### src/rtl/mul_div_sequencer_if.sv
// Bundles the request/response handshake and the shared-ALU connection of the
// multiply/divide sequencer. The sequencer is the slave; requester + ALU side is the master.
interface mul_div_sequencer_if;
    logic        start;
    logic [2:0]  op;
    logic [31:0] leftOperand;
    logic [31:0] rightOperand;
    logic        busy;
    logic        done;
    logic [31:0] result;
    logic        divideByZero;
    logic [2:0]  aluOperation;
    logic [31:0] aluLeftOperand;
    logic [31:0] aluRightOperand;
    logic        aluSignedComparison;
    logic [2:0]  aluComparisonOperation;
    logic [31:0] aluResult;
    logic        aluComparisonResult;

    modport master (
        output start, op, leftOperand, rightOperand, aluResult, aluComparisonResult,
        input  busy, done, result, divideByZero, aluOperation, aluLeftOperand,
               aluRightOperand, aluSignedComparison, aluComparisonOperation
    );

    modport slave (
        input  start, op, leftOperand, rightOperand, aluResult, aluComparisonResult,
        output busy, done, result, divideByZero, aluOperation, aluLeftOperand,
               aluRightOperand, aluSignedComparison, aluComparisonOperation
    );
endinterface

### src/rtl/mul_div_sequencer.sv
// 32-bit shift-add multiplier and restoring divider that borrows an external ALU
// for every add/subtract; signed division is done on magnitudes and fixed up at the end.
module mul_div_sequencer (
    input  logic              clk,
    input  logic              reset,
    mul_div_sequencer_if.slave bus
);
    localparam logic [2:0] ALU_OPERATION_ADD            = 3'd0;
    localparam logic [2:0] ALU_OPERATION_SUB            = 3'd1;
    localparam logic [2:0] ALU_COMPARISON_GREATER_EQUAL = 3'd5;

    localparam logic [2:0] OP_MUL  = 3'd0;
    localparam logic [2:0] OP_MULU = 3'd1;
    localparam logic [2:0] OP_DIV  = 3'd2;
    localparam logic [2:0] OP_DIVU = 3'd3;
    localparam logic [2:0] OP_REM  = 3'd4;
    localparam logic [2:0] OP_REMU = 3'd5;

    typedef enum logic [2:0] {
        IDLE  = 3'd0,
        NEG_L = 3'd1,
        NEG_R = 3'd2,
        ITER  = 3'd3,
        FIX   = 3'd4,
        DONE  = 3'd5
    } state_t;

    state_t      state;
    state_t      stateNext;

    logic [2:0]  opReg;
    logic [31:0] leftReg;     // multiplicand, then dividend/quotient
    logic [31:0] rightReg;    // multiplier, then divisor
    logic [31:0] accReg;
    logic [31:0] remReg;
    logic [31:0] fixReg;
    logic [31:0] resultReg;
    logic [4:0]  count;
    logic        signL;
    logic        signR;
    logic        zeroDiv;
    logic        doneReg;
    logic        divideByZeroReg;

    logic [2:0]  aluOp;
    logic [31:0] aluL;
    logic [31:0] aluR;
    logic [31:0] shiftedRem;
    logic [31:0] fixSource;
    logic        negateFix;
    logic        takeSub;

    function automatic logic isDivide(input logic [2:0] o);
        return (o == OP_DIV) || (o == OP_DIVU) || (o == OP_REM) || (o == OP_REMU);
    endfunction

    function automatic logic isSignedDivide(input logic [2:0] o);
        return (o == OP_DIV) || (o == OP_REM);
    endfunction

    function automatic logic isRemainder(input logic [2:0] o);
        return (o == OP_REM) || (o == OP_REMU);
    endfunction

    always_ff @(posedge clk) begin
        if (reset) begin
            state <= IDLE;
        end else begin
            state <= stateNext;
        end
    end

    always_comb begin
        stateNext  = state;
        aluOp      = ALU_OPERATION_ADD;
        aluL       = 32'd0;
        aluR       = 32'd0;
        shiftedRem = {remReg[30:0], leftReg[31]};
        fixSource  = accReg;
        negateFix  = 1'b0;

        if (isDivide(opReg)) begin
            fixSource = isRemainder(opReg) ? remReg : leftReg;
        end
        // Remainder takes the dividend's sign; quotient is negative when signs differ.
        if (isSignedDivide(opReg)) begin
            negateFix = isRemainder(opReg) ? signL : (signL ^ signR);
        end

        case (state)
            IDLE: begin
                if (bus.start) begin
                    if (isDivide(bus.op) && (bus.rightOperand == 32'd0)) begin
                        stateNext = DONE;
                    end else begin
                        stateNext = NEG_L;
                    end
                end
            end
            NEG_L: begin
                if (signL) begin
                    aluOp = ALU_OPERATION_SUB;
                    aluR  = leftReg;
                end
                stateNext = NEG_R;
            end
            NEG_R: begin
                if (signR) begin
                    aluOp = ALU_OPERATION_SUB;
                    aluR  = rightReg;
                end
                stateNext = ITER;
            end
            ITER: begin
                if (isDivide(opReg)) begin
                    aluOp = ALU_OPERATION_SUB;
                    aluL  = shiftedRem;
                    aluR  = rightReg;
                end else begin
                    aluOp = ALU_OPERATION_ADD;
                    aluL  = accReg;
                    aluR  = leftReg;
                end
                if (count == 5'd31) begin
                    stateNext = FIX;
                end
            end
            FIX: begin
                if (negateFix) begin
                    aluOp = ALU_OPERATION_SUB;
                    aluR  = fixSource;
                end
                stateNext = DONE;
            end
            DONE: begin
                stateNext = IDLE;
            end
            default: begin
                stateNext = IDLE;
            end
        endcase
    end

    // A set rem[31] means the shifted partial remainder is already >= 2^32 > divisor.
    assign takeSub = remReg[31] | bus.aluComparisonResult;

    always_ff @(posedge clk) begin
        if (reset) begin
            opReg           <= 3'd0;
            leftReg         <= 32'd0;
            rightReg        <= 32'd0;
            accReg          <= 32'd0;
            remReg          <= 32'd0;
            fixReg          <= 32'd0;
            resultReg       <= 32'd0;
            count           <= 5'd0;
            signL           <= 1'b0;
            signR           <= 1'b0;
            zeroDiv         <= 1'b0;
            doneReg         <= 1'b0;
            divideByZeroReg <= 1'b0;
        end else begin
            doneReg <= 1'b0;
            case (state)
                IDLE: begin
                    if (bus.start) begin
                        opReg    <= bus.op;
                        leftReg  <= bus.leftOperand;
                        rightReg <= bus.rightOperand;
                        signL    <= isSignedDivide(bus.op) & bus.leftOperand[31];
                        signR    <= isSignedDivide(bus.op) & bus.rightOperand[31];
                        zeroDiv  <= isDivide(bus.op) && (bus.rightOperand == 32'd0);
                        fixReg   <= 32'd0;
                    end
                end
                NEG_L: begin
                    if (signL) begin
                        leftReg <= bus.aluResult;
                    end
                end
                NEG_R: begin
                    if (signR) begin
                        rightReg <= bus.aluResult;
                    end
                    count  <= 5'd0;
                    accReg <= 32'd0;
                    remReg <= 32'd0;
                end
                ITER: begin
                    count <= count + 5'd1;
                    if (isDivide(opReg)) begin
                        leftReg <= {leftReg[30:0], takeSub};
                        remReg  <= takeSub ? bus.aluResult : shiftedRem;
                    end else begin
                        if (rightReg[0]) begin
                            accReg <= bus.aluResult;
                        end
                        leftReg  <= {leftReg[30:0], 1'b0};
                        rightReg <= {1'b0, rightReg[31:1]};
                    end
                end
                FIX: begin
                    fixReg <= negateFix ? bus.aluResult : fixSource;
                end
                DONE: begin
                    doneReg         <= 1'b1;
                    resultReg       <= fixReg;
                    divideByZeroReg <= zeroDiv;
                end
                default: begin
                end
            endcase
        end
    end

    assign bus.busy                   = (state != IDLE);
    assign bus.done                   = doneReg;
    assign bus.result                 = resultReg;
    assign bus.divideByZero           = divideByZeroReg;
    assign bus.aluOperation           = aluOp;
    assign bus.aluLeftOperand         = aluL;
    assign bus.aluRightOperand        = aluR;
    assign bus.aluSignedComparison    = 1'b0;
    assign bus.aluComparisonOperation = ALU_COMPARISON_GREATER_EQUAL;
endmodule
### src/flat_wrapper.sv
// flat-port wrapper written by rule: the top's interface ports become plain ports
module mul_div_sequencer_flat 
  (clk, reset, bus_start, bus_op, bus_leftOperand, bus_rightOperand, bus_aluResult, bus_aluComparisonResult, bus_busy, bus_done, bus_result, bus_divideByZero, bus_aluOperation, bus_aluLeftOperand, bus_aluRightOperand, bus_aluSignedComparison, bus_aluComparisonOperation);
  mul_div_sequencer_if bus_i ();
  input  logic clk;
  input  logic reset;
  input wire logic [$bits(bus_i.start)-1:0] bus_start;
  input wire logic [$bits(bus_i.op)-1:0] bus_op;
  input wire logic [$bits(bus_i.leftOperand)-1:0] bus_leftOperand;
  input wire logic [$bits(bus_i.rightOperand)-1:0] bus_rightOperand;
  input wire logic [$bits(bus_i.aluResult)-1:0] bus_aluResult;
  input wire logic [$bits(bus_i.aluComparisonResult)-1:0] bus_aluComparisonResult;
  output wire logic [$bits(bus_i.busy)-1:0] bus_busy;
  output wire logic [$bits(bus_i.done)-1:0] bus_done;
  output wire logic [$bits(bus_i.result)-1:0] bus_result;
  output wire logic [$bits(bus_i.divideByZero)-1:0] bus_divideByZero;
  output wire logic [$bits(bus_i.aluOperation)-1:0] bus_aluOperation;
  output wire logic [$bits(bus_i.aluLeftOperand)-1:0] bus_aluLeftOperand;
  output wire logic [$bits(bus_i.aluRightOperand)-1:0] bus_aluRightOperand;
  output wire logic [$bits(bus_i.aluSignedComparison)-1:0] bus_aluSignedComparison;
  output wire logic [$bits(bus_i.aluComparisonOperation)-1:0] bus_aluComparisonOperation;
  assign bus_i.start = bus_start;
  assign bus_i.op = bus_op;
  assign bus_i.leftOperand = bus_leftOperand;
  assign bus_i.rightOperand = bus_rightOperand;
  assign bus_i.aluResult = bus_aluResult;
  assign bus_i.aluComparisonResult = bus_aluComparisonResult;
  assign bus_busy = bus_i.busy;
  assign bus_done = bus_i.done;
  assign bus_result = bus_i.result;
  assign bus_divideByZero = bus_i.divideByZero;
  assign bus_aluOperation = bus_i.aluOperation;
  assign bus_aluLeftOperand = bus_i.aluLeftOperand;
  assign bus_aluRightOperand = bus_i.aluRightOperand;
  assign bus_aluSignedComparison = bus_i.aluSignedComparison;
  assign bus_aluComparisonOperation = bus_i.aluComparisonOperation;
  mul_div_sequencer u_core (.clk(clk), .reset(reset), .bus(bus_i));
endmodule
### config.mk
export PLATFORM = sky130hd
export DESIGN_NAME = mul_div_sequencer_flat
export DESIGN_NICKNAME = d
export VERILOG_FILES = /design/src/rtl/mul_div_sequencer_if.sv /design/src/rtl/mul_div_sequencer.sv /design/src/flat_wrapper.sv
export SDC_FILE = /design/constraint.sdc
export NUM_CORES = 1
export LEC_CHECK = 0
export BUFFER_PORTS_ARGS = -buffer_cell sky130_fd_sc_hd__buf_2
export CAP_MARGIN = 20
export CORE_ASPECT_RATIO = 1.2
export CORE_MARGIN = 4
export CORE_UTILIZATION = 40
export DETAILED_ROUTE_END_ITERATION = 6
export SLEW_MARGIN = 10
export SYNTH_ARGS = -nofsm -noshare
export SYNTH_HDL_FRONTEND = slang
export SYNTH_SLANG_ARGS = --single-unit
### constraint.sdc
create_clock -name clk -period 2.66 [get_ports clk]
set_clock_uncertainty 0.1 [all_clocks]
set_input_delay 0.266 -clock clk [delete_from_list [all_inputs] [get_ports clk]]
set_output_delay 0.266 -clock clk [all_outputs]
set_load 0.1 [all_outputs]
==> flow_summary.ini <==
[sta]
period_needed_ns = 2.78
max_freq_mhz = 360
rsz0062_at_grt = true
final_hold_viol_count = 0
slew_headroom = 0.492
finalMaxSlewViolations = 0
fin_setup_tns_ns = -2.49
worstMarginPinSlew_ns = 0.762
fin_crit_sh = 1.04
timing.hold.ws_ns = 0.0114
final.setup.worst_slack_ns = -0.117
setup-violations-final = 32

[floorplan]
die_area_um2 = 32700
core_area_um2 = 29500
io_pins = 209
rows = 69
fp.dieH_um = 197
chipWidth_um = 166
start_util = 0.405

[placement]
portBuffers = 202
pre_cts_ws_ns = 0.200
gp_congestion = 0.842
place_hpwl_mm = 29.3

[cells_and_area]
layout_commonest_cell = nand2_1
syn_to_final_growth_pct = 35.5
layout.cells.most_common_list = nand2_1 (264), mux2i_1 (226), dfxtp_1 (202)
fillers = 2714
multi_input_area_um2 = 7330
drive_above_1_share = 0.215
seqCellArea_um2 = 4180
fin_nets = 1775

[critical_path]
critPathBufInv = 2
crit_slowest_cell = a311o_2
path_class = reg2out
cp_cell_sequence = or3b_4, a311o_2, buf_12, nor2b_1, a221o_1, buf_12
arrival_ns = 2.41
critical_path.top_delay_family = compound AO/OA/AOI/OAI gates
crit_path_start_kind = register
critPathCaptureType = output pin
crit_required_ns = 2.29
crit_path_frequent_cell = buf_12
max_stage_delay_ns = 0.43
path_max_fanout = 19

[power]
power_leakage_uw = 0.00586
p_comb_frac = 0.202
p_seq_frac = 0.408
p_per_area_nw_per_um2 = 511
p_sw_frac = 0.304
power_switching_uw = 2520
clkPwrFrac = 0.390
intPower_uw = 5770
vdd_ir_drop_max_uv = 404

[clock_tree]
cts_root_buf = clkbuf_16
cts.path.max_buffers = 3
cts_buffers = 24
clk_latency_ns = 0.52
cts.clk_slew.worst_paths_ns = 0.06
clkSinkCount = 208
cts_tree = built
ctsHtreeMaxLevel = 1

[synthesis]
synth_area_leader_cell = dfxtp_1
yosysSeqAreaShare = 0.348
synthTopCellsByArea = dfxtp_1 (35%), mux2i_1 (19%), nand2_1 (8.3%)
synthXorXnorAreaFrac = 0.00439
synth_top_area_frac = 0.348
synth_area_um2 = 12000
synth_edf_count = 0
synth-compound-area-share = 0.230
yosysWarnings = 0
synthMuxAreaShare = 0.190
synth-seq-cells = 208
postSynthCellCount = 1462
synthSimpleGateAreaFrac = 0.164
synth_fa_ha_area_frac = 0.00209
ys_types = 54
synthArstFlopShare = 0
ys.flop_type = dfxtp_1
synth_top_family_by_area = compound AO/OA/AOI/OAI gates
syn_avg_cell_area_um2 = 8.18

[hold_path]
min_path_type = in2reg

[global_route]
antenna_found_initial = 1
grt_pass1_wl_mm = 68.6
grt_max_degree = 66
grt.total_usage = 0.259
grt_pass1_vias = 11800
grt-ovfl-total = 0

[detailed_routing]
firstDrtPassIters = 6
vias = 12200
totalWireLength_mm = 45.1
drt_iter0_drc = 1073
via_per_inst = 5.86
drc = 0
ant_nets = 0
wire_per_inst_um = 21.7

[job]
max-cap-violations = 0

[run_status]
violations = setup timing
status = finished, violations left
power groups by stage:
stage,clock [uW],combinational (uW),sequential (uW)
after floorplan,0,1020,3370
after global placement,0,1470,3440
after detailed placement,0,1480,3440
after CTS,3270,1610,3370
after global routing,3390,1770,3390
final,3230,1670,3380
through the flow:
step	instances	util	area, um^2	power, uW
final	2077	0.549	16200	8290
after global routing	2077	0.549	16200	8550
after CTS	2070	0.540	16000	8260
after detailed placement	1958	0.486	14300	4920
after global placement	1958	0.486	14300	4910
after floorplan	1466	-	12000	4390
synth_stat cells (18+ instances only):
library cell,count
nand3_1,34
buf_4,18
o21ai_0,30
dfxtp_1,208
nand2_1,265
a221o_1,31
a21oi_1,171
nor2b_1,32
buf_2,31
mux2i_1,226
clkbuf_1,89
o211ai_1,64
nor2_1,81
o21ai_1,38
a2111o_1,31
o31a_1,32
sequential cells by signal (all words and copies together), names as in the netlist, 5 cells and up:
| register | flops |
|---|---|
| u_core.leftReg | 32 |
| u_core.rightReg | 32 |
| u_core.fixReg | 32 |
| u_core.count | 5 |
| u_core.bus.result | 32 |
| u_core.remReg | 32 |
| u_core.accReg | 32 |
metal layers:
layer  wire, um  vias to the layer above  GRT usage
met5          0                        -          0
met4       1890                        0      0.114
met3       2900                      104     0.0410
met2      21900                      505      0.447
met1      18400                     5870      0.322
li1           -                     5685          -
what timing repair did:
item	4_1_cts	5_1_grt
gates resized for setup	21	43
hold buffers	66	1
buffers inserted	1	3
setup endpoints to repair	65	54
cloned	3	2
pin swaps	1	3
hold endpoints to repair	73	1
final timing paths:
check / startpoint / to / slack, ns / cells past startpoint
max: u_core.state[0]$_SDFFE_PP0P_ / bus_aluRightOperand[7] / -0.12 / 6
min: bus_leftOperand[27] / u_core.leftReg[27]$_SDFFE_PP0P_ / 0.01 / 3
max reg2reg: u_core.state[0]$_SDFFE_PP0P_ / u_core.signL$_SDFFE_PP0P_ / 0.23 / 6
min reg2reg: u_core.fixReg[16]$_SDFFE_PP0P_ / u_core.fixReg[16]$_SDFFE_PP0P_ / 0.35 / 2
worst reg2reg max path: cells and delay by family, from the launching register on:
family	cells	cell delay, ns
and+or+nand+nor	3	0.96
AOI/OAI and AO/OA	1	0.10
DFF	1	0.35
buffers and inverters	2	0.87
kinds of logic (layout without fill, tap and decap cells):
logic type / after synthesis / count (layout)
buffers and inverters: 155 / 375
xor gates and xnor gates: 3 / 3
other: 2 / 7
DFF: 208 / 208
AOI/OAI and AO/OA: 413 / 413
and+or+nand+nor: 452 / 452
muxes: 227 / 227
adders and majority gates: 2 / 2
final cells by class:
cell class	count	share of cell area
well taps	390	0.0301
diodes	1	0.000154
clock inverters	7	0.00371
repair buffers	331	0.213
flip-flops and latches	208	0.258
multi-input cells	1103	0.452
clock buffers	35	0.0428
inverters	2	0.000463
(Power assumes the default switching activity.)
